--- src/rtl/cache_arbiter_pkg.sv ---
// Shared types and widths for the I/D cache physical-memory arbiter.
package arbiter_types;

    localparam int ADDR_WIDTH = 16;
    localparam int LINE_WIDTH = 128;

    typedef enum logic [1:0] {
        IDLE    = 2'd0,
        SERVE_I = 2'd1,
        SERVE_D = 2'd2
    } arb_state_t;

    typedef enum logic {
        GRANT_I = 1'b0,
        GRANT_D = 1'b1
    } grant_t;

    // Round-robin pick; only meaningful when at least one side is requesting.
    function automatic grant_t rr_pick(input logic i_req, input logic d_req, input grant_t last);
        grant_t pick;
        if (i_req && d_req) begin
            pick = (last == GRANT_D) ? GRANT_I : GRANT_D;
        end else if (i_req) begin
            pick = GRANT_I;
        end else begin
            pick = GRANT_D;
        end
        return pick;
    endfunction

endpackage

--- src/rtl/cache_arbiter_if.sv ---
// Bundle of the two private cache pmem ports plus the shared physical-memory port.
// master: the environment (both caches and the memory); slave: the arbiter.
interface cache_arbiter_if;
    import arbiter_types::*;

    // I-cache side
    logic                  i_pmem_read;
    logic [ADDR_WIDTH-1:0] i_pmem_address;
    logic [LINE_WIDTH-1:0] i_pmem_rdata;
    logic                  i_pmem_resp;

    // D-cache side
    logic                  d_pmem_read;
    logic                  d_pmem_write;
    logic [ADDR_WIDTH-1:0] d_pmem_address;
    logic [LINE_WIDTH-1:0] d_pmem_wdata;
    logic [LINE_WIDTH-1:0] d_pmem_rdata;
    logic                  d_pmem_resp;

    // Shared physical-memory port
    logic                  pmem_read;
    logic                  pmem_write;
    logic [ADDR_WIDTH-1:0] pmem_address;
    logic [LINE_WIDTH-1:0] pmem_wdata;
    logic [LINE_WIDTH-1:0] pmem_rdata;
    logic                  pmem_resp;

    modport master (
        output i_pmem_read, i_pmem_address,
        output d_pmem_read, d_pmem_write, d_pmem_address, d_pmem_wdata,
        output pmem_rdata, pmem_resp,
        input  i_pmem_rdata, i_pmem_resp,
        input  d_pmem_rdata, d_pmem_resp,
        input  pmem_read, pmem_write, pmem_address, pmem_wdata
    );

    modport slave (
        input  i_pmem_read, i_pmem_address,
        input  d_pmem_read, d_pmem_write, d_pmem_address, d_pmem_wdata,
        input  pmem_rdata, pmem_resp,
        output i_pmem_rdata, i_pmem_resp,
        output d_pmem_rdata, d_pmem_resp,
        output pmem_read, pmem_write, pmem_address, pmem_wdata
    );

endinterface

--- src/rtl/cache_arbiter_sat_counter.sv ---
// Saturating up-counter: holds at all-ones instead of wrapping.
module sat_counter #(
    parameter int WIDTH = 16
) (
    input  logic             clk,
    input  logic             reset,
    input  logic             inc,
    output logic [WIDTH-1:0] count
);

    logic [WIDTH-1:0] count_q;

    // Count enabled events, sticking at the maximum value.
    always_ff @(posedge clk or posedge reset) begin
        if (reset) begin
            count_q <= '0;
        end else if (inc && (count_q != '1)) begin
            count_q <= count_q + WIDTH'(1);
        end
    end

    assign count = count_q;

endmodule

--- src/rtl/cache_arbiter.sv ---
// Shares one physical-memory port between the I-cache and D-cache.
// One requester is granted at a time; its request is latched on the grant edge
// and driven onto the shared port until pmem_resp, which is passed straight
// back to the granted side. Ties are broken round-robin.
module cache_arbiter
    import arbiter_types::*;
#(
    parameter int CNT_WIDTH = 16
) (
    input  logic                 clk,
    input  logic                 reset,
    cache_arbiter_if.slave       bus,
    output logic [CNT_WIDTH-1:0] i_grant_count,
    output logic [CNT_WIDTH-1:0] d_grant_count
);

    arb_state_t            state_q;
    arb_state_t            state_d;
    grant_t                last_grant_q;
    grant_t                grant_sel;
    logic                  grant_en;
    logic                  i_req;
    logic                  d_req;
    logic [ADDR_WIDTH-1:0] addr_q;
    logic [LINE_WIDTH-1:0] wdata_q;
    logic                  write_q;
    logic                  i_inc;
    logic                  d_inc;

    assign i_req     = bus.i_pmem_read;
    assign d_req     = bus.d_pmem_read | bus.d_pmem_write;
    assign grant_sel = rr_pick(i_req, d_req, last_grant_q);

    // Read data is broadcast; only the resp strobes are steered.
    assign bus.i_pmem_rdata = bus.pmem_rdata;
    assign bus.d_pmem_rdata = bus.pmem_rdata;

    // State register; reset drops straight back to IDLE so strobes fall at once.
    always_ff @(posedge clk or posedge reset) begin
        if (reset) begin
            state_q <= IDLE;
        end else begin
            state_q <= state_d;
        end
    end

    // Latch the granted request so later requester activity cannot disturb it.
    always_ff @(posedge clk or posedge reset) begin
        if (reset) begin
            last_grant_q <= GRANT_D;
            addr_q       <= '0;
            wdata_q      <= '0;
            write_q      <= 1'b0;
        end else if (grant_en) begin
            last_grant_q <= grant_sel;
            if (grant_sel == GRANT_I) begin
                addr_q  <= bus.i_pmem_address;
                wdata_q <= '0;
                write_q <= 1'b0;
            end else begin
                addr_q  <= bus.d_pmem_address;
                wdata_q <= bus.d_pmem_wdata;
                // A writeback takes priority when both D strobes are up.
                write_q <= bus.d_pmem_write;
            end
        end
    end

    // Arbitration, shared-port drive and resp routing.
    always_comb begin
        state_d          = state_q;
        grant_en         = 1'b0;
        i_inc            = 1'b0;
        d_inc            = 1'b0;
        bus.pmem_read    = 1'b0;
        bus.pmem_write   = 1'b0;
        bus.pmem_address = '0;
        bus.pmem_wdata   = '0;
        bus.i_pmem_resp  = 1'b0;
        bus.d_pmem_resp  = 1'b0;
        case (state_q)
            IDLE: begin
                // A pmem_resp seen here belongs to nobody and is dropped.
                if (i_req || d_req) begin
                    grant_en = 1'b1;
                    state_d  = (grant_sel == GRANT_I) ? SERVE_I : SERVE_D;
                end
            end
            SERVE_I: begin
                bus.pmem_read    = 1'b1;
                bus.pmem_address = addr_q;
                bus.pmem_wdata   = wdata_q;
                if (bus.pmem_resp) begin
                    bus.i_pmem_resp = 1'b1;
                    i_inc           = 1'b1;
                    state_d         = IDLE;
                end
            end
            SERVE_D: begin
                bus.pmem_read    = ~write_q;
                bus.pmem_write   = write_q;
                bus.pmem_address = addr_q;
                bus.pmem_wdata   = wdata_q;
                if (bus.pmem_resp) begin
                    bus.d_pmem_resp = 1'b1;
                    d_inc           = 1'b1;
                    state_d         = IDLE;
                end
            end
            default: begin
                state_d = IDLE;
            end
        endcase
    end

    sat_counter #(.WIDTH(CNT_WIDTH)) u_i_cnt (
        .clk   (clk),
        .reset (reset),
        .inc   (i_inc),
        .count (i_grant_count)
    );

    sat_counter #(.WIDTH(CNT_WIDTH)) u_d_cnt (
        .clk   (clk),
        .reset (reset),
        .inc   (d_inc),
        .count (d_grant_count)
    );

endmodule

--- src/flat_wrapper.sv ---
// flat-port wrapper written by rule: the top's interface ports become plain ports
module cache_arbiter_flat import arbiter_types::*;
#(
    parameter int CNT_WIDTH = 16
)
  (clk, reset, i_grant_count, d_grant_count, bus_i_pmem_read, bus_i_pmem_address, bus_d_pmem_read, bus_d_pmem_write, bus_d_pmem_address, bus_d_pmem_wdata, bus_pmem_rdata, bus_pmem_resp, bus_i_pmem_rdata, bus_i_pmem_resp, bus_d_pmem_rdata, bus_d_pmem_resp, bus_pmem_read, bus_pmem_write, bus_pmem_address, bus_pmem_wdata);
  cache_arbiter_if bus_i ();
  input  logic clk;
  input  logic reset;
  output logic [CNT_WIDTH-1:0] i_grant_count;
  output logic [CNT_WIDTH-1:0] d_grant_count;
  input wire logic [$bits(bus_i.i_pmem_read)-1:0] bus_i_pmem_read;
  input wire logic [$bits(bus_i.i_pmem_address)-1:0] bus_i_pmem_address;
  input wire logic [$bits(bus_i.d_pmem_read)-1:0] bus_d_pmem_read;
  input wire logic [$bits(bus_i.d_pmem_write)-1:0] bus_d_pmem_write;
  input wire logic [$bits(bus_i.d_pmem_address)-1:0] bus_d_pmem_address;
  input wire logic [$bits(bus_i.d_pmem_wdata)-1:0] bus_d_pmem_wdata;
  input wire logic [$bits(bus_i.pmem_rdata)-1:0] bus_pmem_rdata;
  input wire logic [$bits(bus_i.pmem_resp)-1:0] bus_pmem_resp;
  output wire logic [$bits(bus_i.i_pmem_rdata)-1:0] bus_i_pmem_rdata;
  output wire logic [$bits(bus_i.i_pmem_resp)-1:0] bus_i_pmem_resp;
  output wire logic [$bits(bus_i.d_pmem_rdata)-1:0] bus_d_pmem_rdata;
  output wire logic [$bits(bus_i.d_pmem_resp)-1:0] bus_d_pmem_resp;
  output wire logic [$bits(bus_i.pmem_read)-1:0] bus_pmem_read;
  output wire logic [$bits(bus_i.pmem_write)-1:0] bus_pmem_write;
  output wire logic [$bits(bus_i.pmem_address)-1:0] bus_pmem_address;
  output wire logic [$bits(bus_i.pmem_wdata)-1:0] bus_pmem_wdata;
  assign bus_i.i_pmem_read = bus_i_pmem_read;
  assign bus_i.i_pmem_address = bus_i_pmem_address;
  assign bus_i.d_pmem_read = bus_d_pmem_read;
  assign bus_i.d_pmem_write = bus_d_pmem_write;
  assign bus_i.d_pmem_address = bus_d_pmem_address;
  assign bus_i.d_pmem_wdata = bus_d_pmem_wdata;
  assign bus_i.pmem_rdata = bus_pmem_rdata;
  assign bus_i.pmem_resp = bus_pmem_resp;
  assign bus_i_pmem_rdata = bus_i.i_pmem_rdata;
  assign bus_i_pmem_resp = bus_i.i_pmem_resp;
  assign bus_d_pmem_rdata = bus_i.d_pmem_rdata;
  assign bus_d_pmem_resp = bus_i.d_pmem_resp;
  assign bus_pmem_read = bus_i.pmem_read;
  assign bus_pmem_write = bus_i.pmem_write;
  assign bus_pmem_address = bus_i.pmem_address;
  assign bus_pmem_wdata = bus_i.pmem_wdata;
  cache_arbiter #(.CNT_WIDTH(CNT_WIDTH)) u_core (.clk(clk), .reset(reset), .bus(bus_i), .i_grant_count(i_grant_count), .d_grant_count(d_grant_count));
endmodule
--- config.mk ---
export PLATFORM = sky130hd
export DESIGN_NAME = cache_arbiter_flat
export DESIGN_NICKNAME = d
export VERILOG_FILES = /design/src/rtl/cache_arbiter_pkg.sv /design/src/rtl/cache_arbiter_if.sv /design/src/rtl/cache_arbiter_sat_counter.sv /design/src/rtl/cache_arbiter.sv /design/src/flat_wrapper.sv
export SDC_FILE = /design/constraint.sdc
export NUM_CORES = 1
export LEC_CHECK = 0
export BUFFER_PORTS_ARGS = -buffer_cell sky130_fd_sc_hd__buf_4
export CAP_MARGIN = 20
export CORE_AREA = 5 5 283 285
export CTS_BUF_LIST = sky130_fd_sc_hd__clkbuf_4 sky130_fd_sc_hd__clkbuf_8
export CTS_CLUSTER_DIAMETER = 120
export DETAILED_ROUTE_END_ITERATION = 8
export DIE_AREA = 0 0 288 290
export GPL_ROUTABILITY_DRIVEN = 0
export GPL_TIMING_DRIVEN = 1
export SETUP_SLACK_MARGIN = 0.3
export SLEW_MARGIN = 25
export SYNTH_ARGS = -nofsm -noshare
export SYNTH_HDL_FRONTEND = slang
export SYNTH_SLANG_ARGS = --single-unit
--- constraint.sdc ---
create_clock -name clk -period 14.9 [get_ports clk]
set_input_delay 0 -clock clk [delete_from_list [all_inputs] [get_ports clk]]
set_output_delay 0 -clock clk [all_outputs]
set_load 0.005 [all_outputs]
==> metrics, run 1 <==
status=finished, final reports clean; Longest Clk Path Bufs=2; Antenna diodes=0; Hold Path Class=in -> out; LEAKAGE=6.56 nW; Synth top area share=between 40% and 50%; PD cells=between 150 and 200 nW/µm²; grt ovf=0; Arr. time, crit path=roughly 3.6 ns; post_cts resized=0; DRT Pass-1 Iters=4; Layout Utilization=between 10% and 20%; fillcell total=between 8000 and 9000; Finished Layout Cells=2240; clock sink total=180; post-DP HPWL=between 20000 and 25000 µm; Post-Syn Area=~10000 µm²; Worst setup EP type=flop; worst slew pin tran=1.01 ns; Avg WL per Cell=~14 µm; post-CTS setup buffer count=0; asr flop ratio synth=between 90% and 100%; TNS Setup=0 ns; crit path time final=about 3 ns; DRC viols=0; fin. max-slew vios=0; Initial Utilization=12.9%; final net count=1486; Placed Instances=roughly 2000; Core ar.=77100 µm²; Reg clk slew, reported paths=around 0.11 ns; Synth Instances=between 900 and 1000; Area Growth Syn to Fin=40.6%; I/O Pins=between 700 and 800; routed wire length=roughly 32000 µm; worst path required time=15.38 ns; sequential share of the synthesized area=45.4%; Tot GR Track Use=7.52%; synth top area cells=dfrtp_1 (45%), buf_4 (20%), a22o_1 (11%); # port buffers=between 300 and 400; Final setup viols=0; Pwr Total=around 2.4 mW; average cell area after synthesis=approximately 11 µm²; H-tree Lvls=4; Setup Skew=approximately 0.019 ns; # Max-Cap Violations=0; Final Instance Area=14000 µm²; crit path launch type=flop; Die Y=about 290 µm; initial antenna violation count=2; CP Max Fanout=90; Setup Crit Path Kind=reg -> reg; crit share post-route=20.7%; layout cells sized above 1=33.4%; largest net degree at the start of global routing=110; Die X=approximately 290 µm; post-route ant nets=0; Max-slew headroom=about 32%; Starting DRT DRC Count=212; Synth Warn #=0; Yosys cell types=42; CTS Buf Count=17; vias=roughly 7500; Max Fclk=about 320 MHz; Synthesized Nets=about 1200; first-pass GRT wire length=48500 µm; synthesis-stage register bit count=180; Worst VDD drop=101 µV; CTS tree=done; placed inst area=about 12000 µm²; Post-synth top flop=dfrtp_1; DIE AREA=~84000 µm²; vias in the first global route=between 8000 and 9000; RSZ-0062 raised after global routing=no; row cnt=about 100; Post-CTS Hold Fix Bufs=178; final hold violations=0; number of flops mapped to enable cells by yosys=0; Root Buffer=clkbuf_8; vias per cell=3.35; area leader, netlist=dfrtp_1; Clock Latency Late Sink=approximately 0.55 ns
-- cell type report --
class	count	area (µm²)	share of cell area, %
clock buffer	18	248	1.77
inverter	6	30.0	0.215
multi-input combinational	452	3270	23.4
clock inverter	14	183	1.31
sequential	180	4510	32.3
timing repair buffer	530	4430	31.7
tap	1040	1300	9.32
-- kinds of logic after synthesis --
| group | Yosys count | share of synthesized area, % |
|---|---|---|
| AOI/OAI and AO/OA | 159 | 13.2 |
| xor gates and xnor gates | 24 | 2.12 |
| adders and majority gates | 5 | 0.630 |
| buffers and inverters | 313 | 22.0 |
| DFF | 180 | 45.4 |
| muxes | 19 | 1.95 |
| and+or+nand+nor | 245 | 14.7 |
-- synth_stat cells, types with 5 or more instances --
cell type / number
dfrtp_1: 179
nor3_1: 11
inv_1: 6
nand3_1: 10
buf_4: 264
a22o_1: 130
buf_2: 19
xor2_1: 19
nor2_1: 10
nor4_1: 5
ha_1: 5
nand4_1: 10
nand2_1: 31
clkbuf_1: 24
and2_1: 145
xnor2_1: 5
o21ai_0: 17
mux2i_1: 16
-- per-layer routing --
metal	global-route usage, %	wire [µm]	up-vias
li1	-	-	3436
met1	7.73	11600	3568
met2	12.0	15000	395
met3	4.06	3540	113
met4	4.65	1860	0
met5	0	0	-
-- cells in the final DEF (no fill, tap or decap), drive strengths merged, types with 2 or more instances in the layout --
| cell type | count |
|---|---|
| and3 | 2 |
| ha | 5 |
| nand2b | 2 |
| xnor2 | 5 |
| nand4 | 11 |
| a22o | 130 |
| and2 | 145 |
| nor4 | 6 |
| clkbuf | 18 |
| nor2 | 11 |
| buf | 352 |
| a21oi | 4 |
| o21a | 2 |
| mux2 | 3 |
| nor4b | 4 |
| mux2i | 16 |
| a31oi | 2 |
| bufinv | 2 |
| o21ai | 17 |
| nor2b | 3 |
| dfrtp | 179 |
| clkinv | 5 |
| or2 | 3 |
| dlygate4sd3 | 178 |
| nand2 | 31 |
| inv | 12 |
| or4 | 2 |
| nand3 | 10 |
| nor3 | 11 |
| xor2 | 19 |
| and4 | 2 |
| o31ai | 2 |
-- final timing paths --
kind / startpoint / endpoint / slack [ns] / cells past startpoint
setup / recovery: u_core.state_q[0]$_DFFE_PP0P_ / u_core.wdata_q[27]$_DFFE_PP0P_ / 11.81 / 6
hold / removal: bus_pmem_rdata[82] / bus_i_pmem_rdata[82] / 0.000002 / 0
setup reg to reg: u_core.state_q[0]$_DFFE_PP0P_ / u_core.wdata_q[27]$_DFFE_PP0P_ / 11.81 / 6
hold reg to reg: u_core.last_grant_q$_DFFE_PP1P_ / u_core.last_grant_q$_DFFE_PP1P_ / 0.47 / 2
max in group asynchronous: reset / u_core.u_i_cnt.count[0]$_DFFE_PP0P_ / 12.98 / 5
min in group asynchronous: reset / u_core.wdata_q[123]$_DFFE_PP0P_ / 0.65 / 4
-- metrics by stage --
stage / setup WS, ns / hold WS [ns]
after floorplan: 10.01 / 0.0808
after global placement: 12.16 / 0.0000507
after detailed placement: 12.05 / 0.0000507
after CTS: 11.76 / 0.0000507
after global routing: 11.58 / 0.0000119
final: 11.81 / 0.00000249
-- critical path, stage by stage (launching register included) --
cell and delay [ns]:
dfrtp_1 0.41, inv_1 0.11, ha_4 0.19, nand2b_4 0.61, buf_4 0.83, a22o_1 0.27
dlygate4sd3_1 0.55
-- flip-flops by register name (all words and copies together) (netlist names) --
name / cells
u_core.u_i_cnt.count: 16
u_core.addr_q: 16
u_core.last_grant_q: 1
u_core.state_q: 2
u_core.write_q: 1
u_core.wdata_q: 128
u_core.u_d_cnt.count: 16
-- where the power goes --
group          internal (mW)  total, mW  leakage [nW]  switching (mW)
clock network          0.161      0.374         0.216           0.213
registers              0.680      0.800          2.30           0.120
logic                  0.616       1.19          4.05           0.572
Note: power is estimated with default switching activity, not from simulation.
==> run 2: changes to the inputs <==
CORE_AREA = 5 5 282 284   (was 5 5 283 285)
DIE_AREA = 0 0 287 289   (was 0 0 288 290)
clock period = 2.76 ns   (was 14.9 ns; I/O delays follow)
==> run 2 against run 1 <==
Against the previous run:
- combinational power rose to 5.7 times the previous value
- critical path depth did not move
- register-to-register slack got worse by 11 ns
- clock power rose to 5.4 times the previous value
- design area grew 0.25%
- utilization grew 0.11 points
- critical path type unchanged
- critical endpoint is now u_core.wdata_q[40]$_DFFE_PP0P_
- highest routed layer is now met5
==> metrics, run 2 (synthesis gave the netlist of run 1 again) <==
Initial Utilization=12.9% (about the same); LEAKAGE=6.57 nW (was 6.56 nW); min-delay src=bus_pmem_rdata[85] (was bus_pmem_rdata[82]); first-pass GRT wire length=49600 µm (was 48500 µm); DRT Pass-1 Iters=4 (unchanged); final hold violations=0 (unchanged); Reg clk slew, reported paths=0.11 ns (about the same); critical path's top delay family=buffers and inverters (unchanged); Die Y=289 µm (was 290 µm); Pwr Total=13.0 mW (was 2.36 mW); Crit-path slowest cell=dlygate4sd3_1 (was buf_4); # Max-Cap Violations=0 (unchanged); Hold Path Class=in -> out (unchanged); max FFs per register=128 (unchanged); post-route ant nets=0 (unchanged); crit path time final=2.38 ns (was 3.09 ns); I/O Pins=730 (unchanged); Worst VDD drop=708 µV (was 101 µV); worst slew pin tran=0.966 ns (was 1.01 ns); Core ar.=76800 µm² (was 77100 µm²); Max-slew headroom=35.6% (was 32.4%); Int Power=8.03 mW (was 1.46 mW); Logic pwr share=51.7% (was 50.3%); crit-path max cell delay=0.54 ns (was 0.83 ns); DRC viols=0 (unchanged); grt ovf=0 (unchanged); initial antenna violation count=3 (was 2); Max Fclk=421 MHz (was 324 MHz); Layout Utilization=18.2% (was 18.1%); Setup Skew=0.0185 ns (was 0.0188 ns); post-DP HPWL=22400 µm (was 22200 µm); sw frac=38.4% (was 38.3%); Root Buffer=clkbuf_8 (unchanged); row cnt=102 (unchanged); Worst setup EP type=flop (unchanged); PD cells=931 nW/µm² (was 169 nW/µm²); Worst R2R End=u_core.wdata_q[40]$_DFFE_PP0P_ (was u_core.wdata_q[27]$_DFFE_PP0P_); most frequent cells in the layout=buf_4 (353), dfrtp_1 (179), dlygate4sd3_1 (170) (was buf_4 (351), dfrtp_1 (179), dlygate4sd3_1 (178)); crit path launch type=flop (unchanged); sequential share of power=32.8% (was 33.9%); Arr. time, crit path=2.86 ns (was 3.57 ns); critical path, cell by cell=inv_1 > ha_4 > nand2b_4 > buf_12 > a22o_1 > dlygate4sd3_1 (was inv_1 > ha_4 > nand2b_4 > buf_4 > a22o_1 > dlygate4sd3_1); Final setup viols=0 (unchanged); post_cts resized=0 (unchanged); vias per cell=3.39 (was 3.35); Critical Path Sink=u_core.wdata_q[40]$_DFFE_PP0P_ (was u_core.wdata_q[27]$_DFFE_PP0P_); Area Growth Syn to Fin=40.9% (was 40.6%); placed inst area=11800 µm² (was 11700 µm²); layout cells sized above 1=34.0% (was 33.4%); cells on worst reg2reg path=6 (unchanged); fin. max-slew vios=0 (unchanged); H-tree Lvls=4 (unchanged); worst path required time=3.25 ns (was 15.38 ns); most common cell after layout, fill and taps aside=buf_4 (unchanged); vias=7589 (was 7512); CTS tree=done (unchanged); RSZ-0062 raised after global routing=no (unchanged); final net count=1485 (was 1486); Top reg by flops=u_core.wdata_q (unchanged); Die X=287 µm (was 288 µm); Reg2Reg Launch Point=u_core.state_q[0]$_DFFE_PP0P_ (unchanged); # port buffers=345 (unchanged); CP Max Fanout=163 (was 90); routed wire length=33400 µm (was 31900 µm); Clk pwr share=15.4% (was 15.8%); clock sink total=180 (unchanged); Crit path depth=6 (unchanged); TNS Setup=0 ns (unchanged); crit share post-route=86.1% (was 20.7%); DIE AREA=82900 µm² (was 83500 µm²); largest net degree at the start of global routing=164 (was 110); Tot GR Track Use=7.82% (was 7.52%); Final Instance Area=14000 µm² (about the same); P_sw=5.01 mW (was 0.906 mW); R2R setup slack=0.38 ns (was 11.81 ns); Longest Clk Path Bufs=2 (unchanged); status=finished, final reports clean (unchanged); CP startpoint=u_core.state_q[0]$_DFFE_PP0P_ (unchanged); Avg WL per Cell=14.9 µm (was 14.3 µm); Starting DRT DRC Count=287 (was 212); vias in the first global route=8317 (was 8347); Setup Crit Path Kind=reg -> reg (unchanged); Clock Latency Late Sink=0.54 ns (was 0.55 ns); CTS Buf Count=17 (unchanged); worst path bufs/invs=3 (unchanged)
run 2: worst reg2reg max path, delay by kind of cell (launching register included):
family | cells | cell delay, ns
AND/OR/NAND/NOR | 1 | 0.09
flip-flops | 1 | 0.42
buffers and inverters | 3 | 1.09
adder cells (fa/ha/maj) | 1 | 0.19
AO/OA/AOI/OAI | 1 | 0.53
run 2: what timing repair did:
| item | 4_1_cts | 5_1_grt |
|---|---|---|
| setup endpoints to repair | 46 | 24 |
| pin swaps | 1 | 1 |
| endpoints found under the hold margin | 343 | 0 |
| buffers inserted | 2 | 2 |
| hold buffers | 170 | 0 |
run 2: metal layers:
layer	vias to the layer above	track usage (%)	part of all wire (%)
met5	-	0	0.021
met4	2	4.86	5.1
met3	115	3.77	10
met2	426	12.6	48
met1	3606	8.26	37
li1	3440	-	-
run 2: final cells by class:
type,instances,area [µm²]
clock inverters,13,174
inverters,6,26.3
flip-flops and latches,180,4510
repair buffers,529,4470
multi-input cells,452,3270
well taps,1040,1300
clock buffers,18,241
fillers,8436,62800
diodes,3,7.51
run 2: per-stage QoR:
| step | worst slack [ns] | cells | hold slack [ns] |
|---|---|---|---|
| after detailed placement | 0.800 | 2033 | 0.0000507 |
| after CTS | 0.347 | 2236 | 0.0000507 |
| after floorplan | 0.452 | 945 | 0.0808 |
| after global routing | 0.316 | 2239 | 0.0000144 |
| after global placement | 0.846 | 2033 | 0.0000507 |
| final | 0.385 | 2241 | 0.00000249 |
run 2: worst min-delay path by stage:
stage	endpoint	cells after the start
after floorplan	bus_d_pmem_rdata[0]	1
after global placement	bus_d_pmem_rdata[127]	0
after detailed placement	bus_d_pmem_rdata[127]	0
after CTS	bus_d_pmem_rdata[127]	0
after global routing	bus_d_pmem_rdata[85]	0
final	bus_d_pmem_rdata[85]	0
run 2: power groups by stage:
stage	logic, mW	registers [mW]	clock network [mW]
finish	6.75	4.28	2.01
global route	7.42	4.40	2.25
CTS	6.85	4.27	2.18
floorplan	3.73	4.10	0
global placement	6.14	4.26	0
detailed placement	6.31	4.29	0
==> run 3: changes to the inputs <==
CORE_AREA = 5 5 284 286   (was 5 5 282 284)
DIE_AREA = 0 0 289 291   (was 0 0 287 289)
SYNTH_HIERARCHICAL = 1   (was not set)
==> run 3 against run 2 <==
Against the previous run:
- register-to-register slack improved by 0.03 ns
- clock power rose by 4%
- utilization fell by 0.21 points
- synthesized area increased by 1.5%
- critical path type unchanged
- highest routed layer unchanged
==> metrics, run 3 <==
setup ws final=0.417 ns (was 0.385 ns); post-DP HPWL=24800 µm (was 22400 µm); post-CTS setup buffer count=0 (was 2); Worst setup EP type=flop (unchanged); area leader, netlist=dfrtp_1 (unchanged); # Max-Cap Violations=0 (unchanged); DRT Pass-1 Iters=5 (was 4); I/O Pins=730 (unchanged); Core ar.=78100 µm² (was 76800 µm²); post-route ant nets=0 (unchanged); Arr. time, crit path=2.81 ns (was 2.86 ns); Synth Instances=959 (was 945); status=finished, final reports clean (unchanged); initial antenna violation count=7 (was 3); Reg clk slew, reported paths=0.11 ns (about the same); worst slew pin tran=1.02 ns (was 0.966 ns); Layout Utilization=18.0% (was 18.2%); # port buffers=345 (unchanged); Root Buffer=clkbuf_8 (unchanged); number of flops mapped to enable cells by yosys=0 (unchanged); synthesis-stage register bit count=180 (unchanged); first-pass GRT wire length=52000 µm (was 49600 µm); Placed Instances=2058 (was 2033); DRC viols=0 (unchanged); critical path, cell by cell=inv_1 > ha_4 > o31ai_4 > buf_12 > a31oi_1 > a21oi_1 > dlygate4sd3_1 (was inv_1 > ha_4 > nand2b_4 > buf_12 > a22o_1 > dlygate4sd3_1); TNS Setup=0 ns (unchanged); layout cells sized above 1=34.1% (was 34.0%); Setup Crit Path Kind=reg -> reg (unchanged); DIE AREA=84100 µm² (was 82900 µm²); Die X=289 µm (was 287 µm); most common cell after layout, fill and taps aside=buf_4 (unchanged); most frequent cells in the layout=buf_4 (351), dfrtp_1 (179), dlygate4sd3_1 (168) (was buf_4 (353), dfrtp_1 (179), dlygate4sd3_1 (170)); final net count=1494 (was 1485); Final Instance Area=14100 µm² (was 14000 µm²); Post-Syn Area=10100 µm² (was 9930 µm²); vias per cell=3.41 (was 3.39); synth top area cells=dfrtp_1 (44%), buf_4 (19%), a22o_1 (11%) (was dfrtp_1 (45%), buf_4 (20%), a22o_1 (11%)); RSZ-0062 raised after global routing=no (unchanged); placed inst area=11900 µm² (was 11800 µm²); fin. max-slew vios=0 (unchanged); sequential share of the synthesized area=44.7% (was 45.4%); Area Growth Syn to Fin=39.5% (was 40.9%); Finished Layout Cells=2263 (was 2241); final hold violations=0 (unchanged); routed wire length=35400 µm (was 33400 µm); Crit-path slowest cell=dlygate4sd3_1 (unchanged); Worst VDD drop=764 µV (was 708 µV); Tot GR Track Use=8.19% (was 7.82%); worst path required time=3.22 ns (was 3.25 ns); post-place setup slack=0.721 ns (was 0.800 ns); crit path time final=2.34 ns (was 2.38 ns); largest net degree at the start of global routing=147 (was 164); Max-slew headroom=32.3% (was 35.6%); Post-synth top flop=dfrtp_1 (unchanged); Final setup viols=0 (unchanged); Synth top area share=44.4% (was 45.1%); max FFs per register=128 (unchanged); Setup Skew=0.0208 ns (was 0.0185 ns); Clock Latency Late Sink=0.53 ns (was 0.54 ns); clock sink total=180 (unchanged); CTS tree=done (unchanged); Top reg by flops=u_core/wdata_q (was u_core.wdata_q); Synth Warn #=6 (was 0); Longest Clk Path Bufs=2 (unchanged); most common cell in the synthesized netlist=buf_4 (unchanged); Synthesized Nets=1258 (was 1244); H-tree Lvls=4 (unchanged); synth cell count leaders=buf_4 (256), dfrtp_1 (179), and2_1 (149), a22o_1 (131) (was buf_4 (264), dfrtp_1 (179), and2_1 (145), a22o_1 (130), nand2_1 (31)); Die Y=291 µm (was 289 µm); vias in the first global route=8371 (was 8317); CTS Buf Count=17 (unchanged); Yosys cell types=39 (was 42); Starting DRT DRC Count=353 (was 287); crit path launch type=flop (unchanged); grt ovf=0 (unchanged); Initial Utilization=12.9% (about the same); CP Max Fanout=146 (was 163); crit-path max cell delay=0.57 ns (was 0.54 ns); row cnt=103 (was 102); Max Fclk=427 MHz (was 421 MHz); average cell area after synthesis=10.5 µm² (about the same); vias=7711 (was 7589); Avg WL per Cell=15.6 µm (was 14.9 µm); asr flop ratio synth=100% (unchanged); Hold Path Class=in -> out (unchanged); crit share post-route=84.9% (was 86.1%); PD cells=881 nW/µm² (was 931 nW/µm²); LEAKAGE=6.43 nW (was 6.57 nW)
-- run 3: changes by cell type after synthesis, sizes merged, moves of 8 or more --
cell   change
and3       +8
nor3      -10
xor2      -19
xnor2     +17
a31oi     +14
a21oi     +17
nand2     -17
mux2i     -14
nor2      +11
-- run 3: final cells by class --
type	count	area [µm²]
fill	8616	64000
sequential	180	4510
timing repair buffer	525	4430
multi-input combinational	464	3350
tap	1050	1310
clock buffer	19	255
clock inverter	13	173
inverter	7	30.0
antenna	5	12.5
-- run 3: worst paths after layout --
kind | start | end | slack [ns] | cells past startpoint
worst min register to register | u_core/wdata_q[101]$_DFFE_PP0P_ | u_core/wdata_q[101]$_DFFE_PP0P_ | 0.50 | 1
max in group asynchronous | reset | u_core/wdata_q[37]$_DFFE_PP0P_ | 1.82 | 4
worst max register to register | u_core/state_q[1]$_DFFE_PP0P_ | u_core/addr_q[2]$_DFFE_PP0P_ | 0.42 | 7
worst min-delay path | bus_pmem_rdata[19] | bus_i_pmem_rdata[19] | 0.000003 | 0
min in group asynchronous | reset | u_core/u_i_cnt/count[12]$_DFFE_PP0P_ | 0.16 | 3
worst max-delay path | u_core/state_q[1]$_DFFE_PP0P_ | u_core/addr_q[2]$_DFFE_PP0P_ | 0.42 | 7
-- run 3: routing by layer --
metal  share of wire [%]  wire length (µm)  vias to the layer above  GRT usage, %
met5                0.41               145                        -          1.16
met4                 3.3              1180                       10          3.89
met3                  13              4650                       83          5.29
met2                  43             15100                      485          11.5
met1                  41             14300                     3621          9.60
li1                    -                 -                     3512             -
-- run 3: what timing repair did --
action                                  4_1_cts  5_1_grt
hold buffers                                168        0
endpoints found under the setup margin        0        9
resized for setup                             0        1
endpoints found under the hold margin       217        0
-- run 3: cell families (layout without fill, tap and decap cells) --
logic type | after synthesis | after routing | share of synthesized area (%)
compound gates | 193 | 193 | 15.1
other cells | 0 | 5 | 0
simple gates | 238 | 238 | 14.7
flops | 180 | 180 | 44.7
mux | 6 | 6 | 0.645
fa+ha+maj | 5 | 5 | 0.621
buf+inv | 315 | 564 | 22.3
xor+xnor | 22 | 22 | 1.91
-- run 3: per-stage QoR --
step | power, mW | hold slack, ns
3_3_place_gp | 9.94 | 0.0000507
3_5_place_dp | 9.98 | 0.0000507
4_1_cts | 12.6 | 0.0000507
2_1_floorplan | 7.53 | -0.0863
5_1_grt | 13.3 | 0.0000123
6_report | 12.4 | 0.00000251
-- run 3: report_power, final --
part | total (mW) | switching [mW] | internal [mW]
Clock | 2.10 | 1.15 | 0.946
Combinational | 6.02 | 2.85 | 3.17
Sequential | 4.27 | 0.612 | 3.65
Total | 12.4 | 4.62 | 7.77
-- run 3: critical path, delay by kind of cell (launching register included) --
kind            cells  cell delay, ns
buf+inv             3            1.19
flops               1            0.38
compound gates      3            0.44
fa+ha+maj           1            0.18
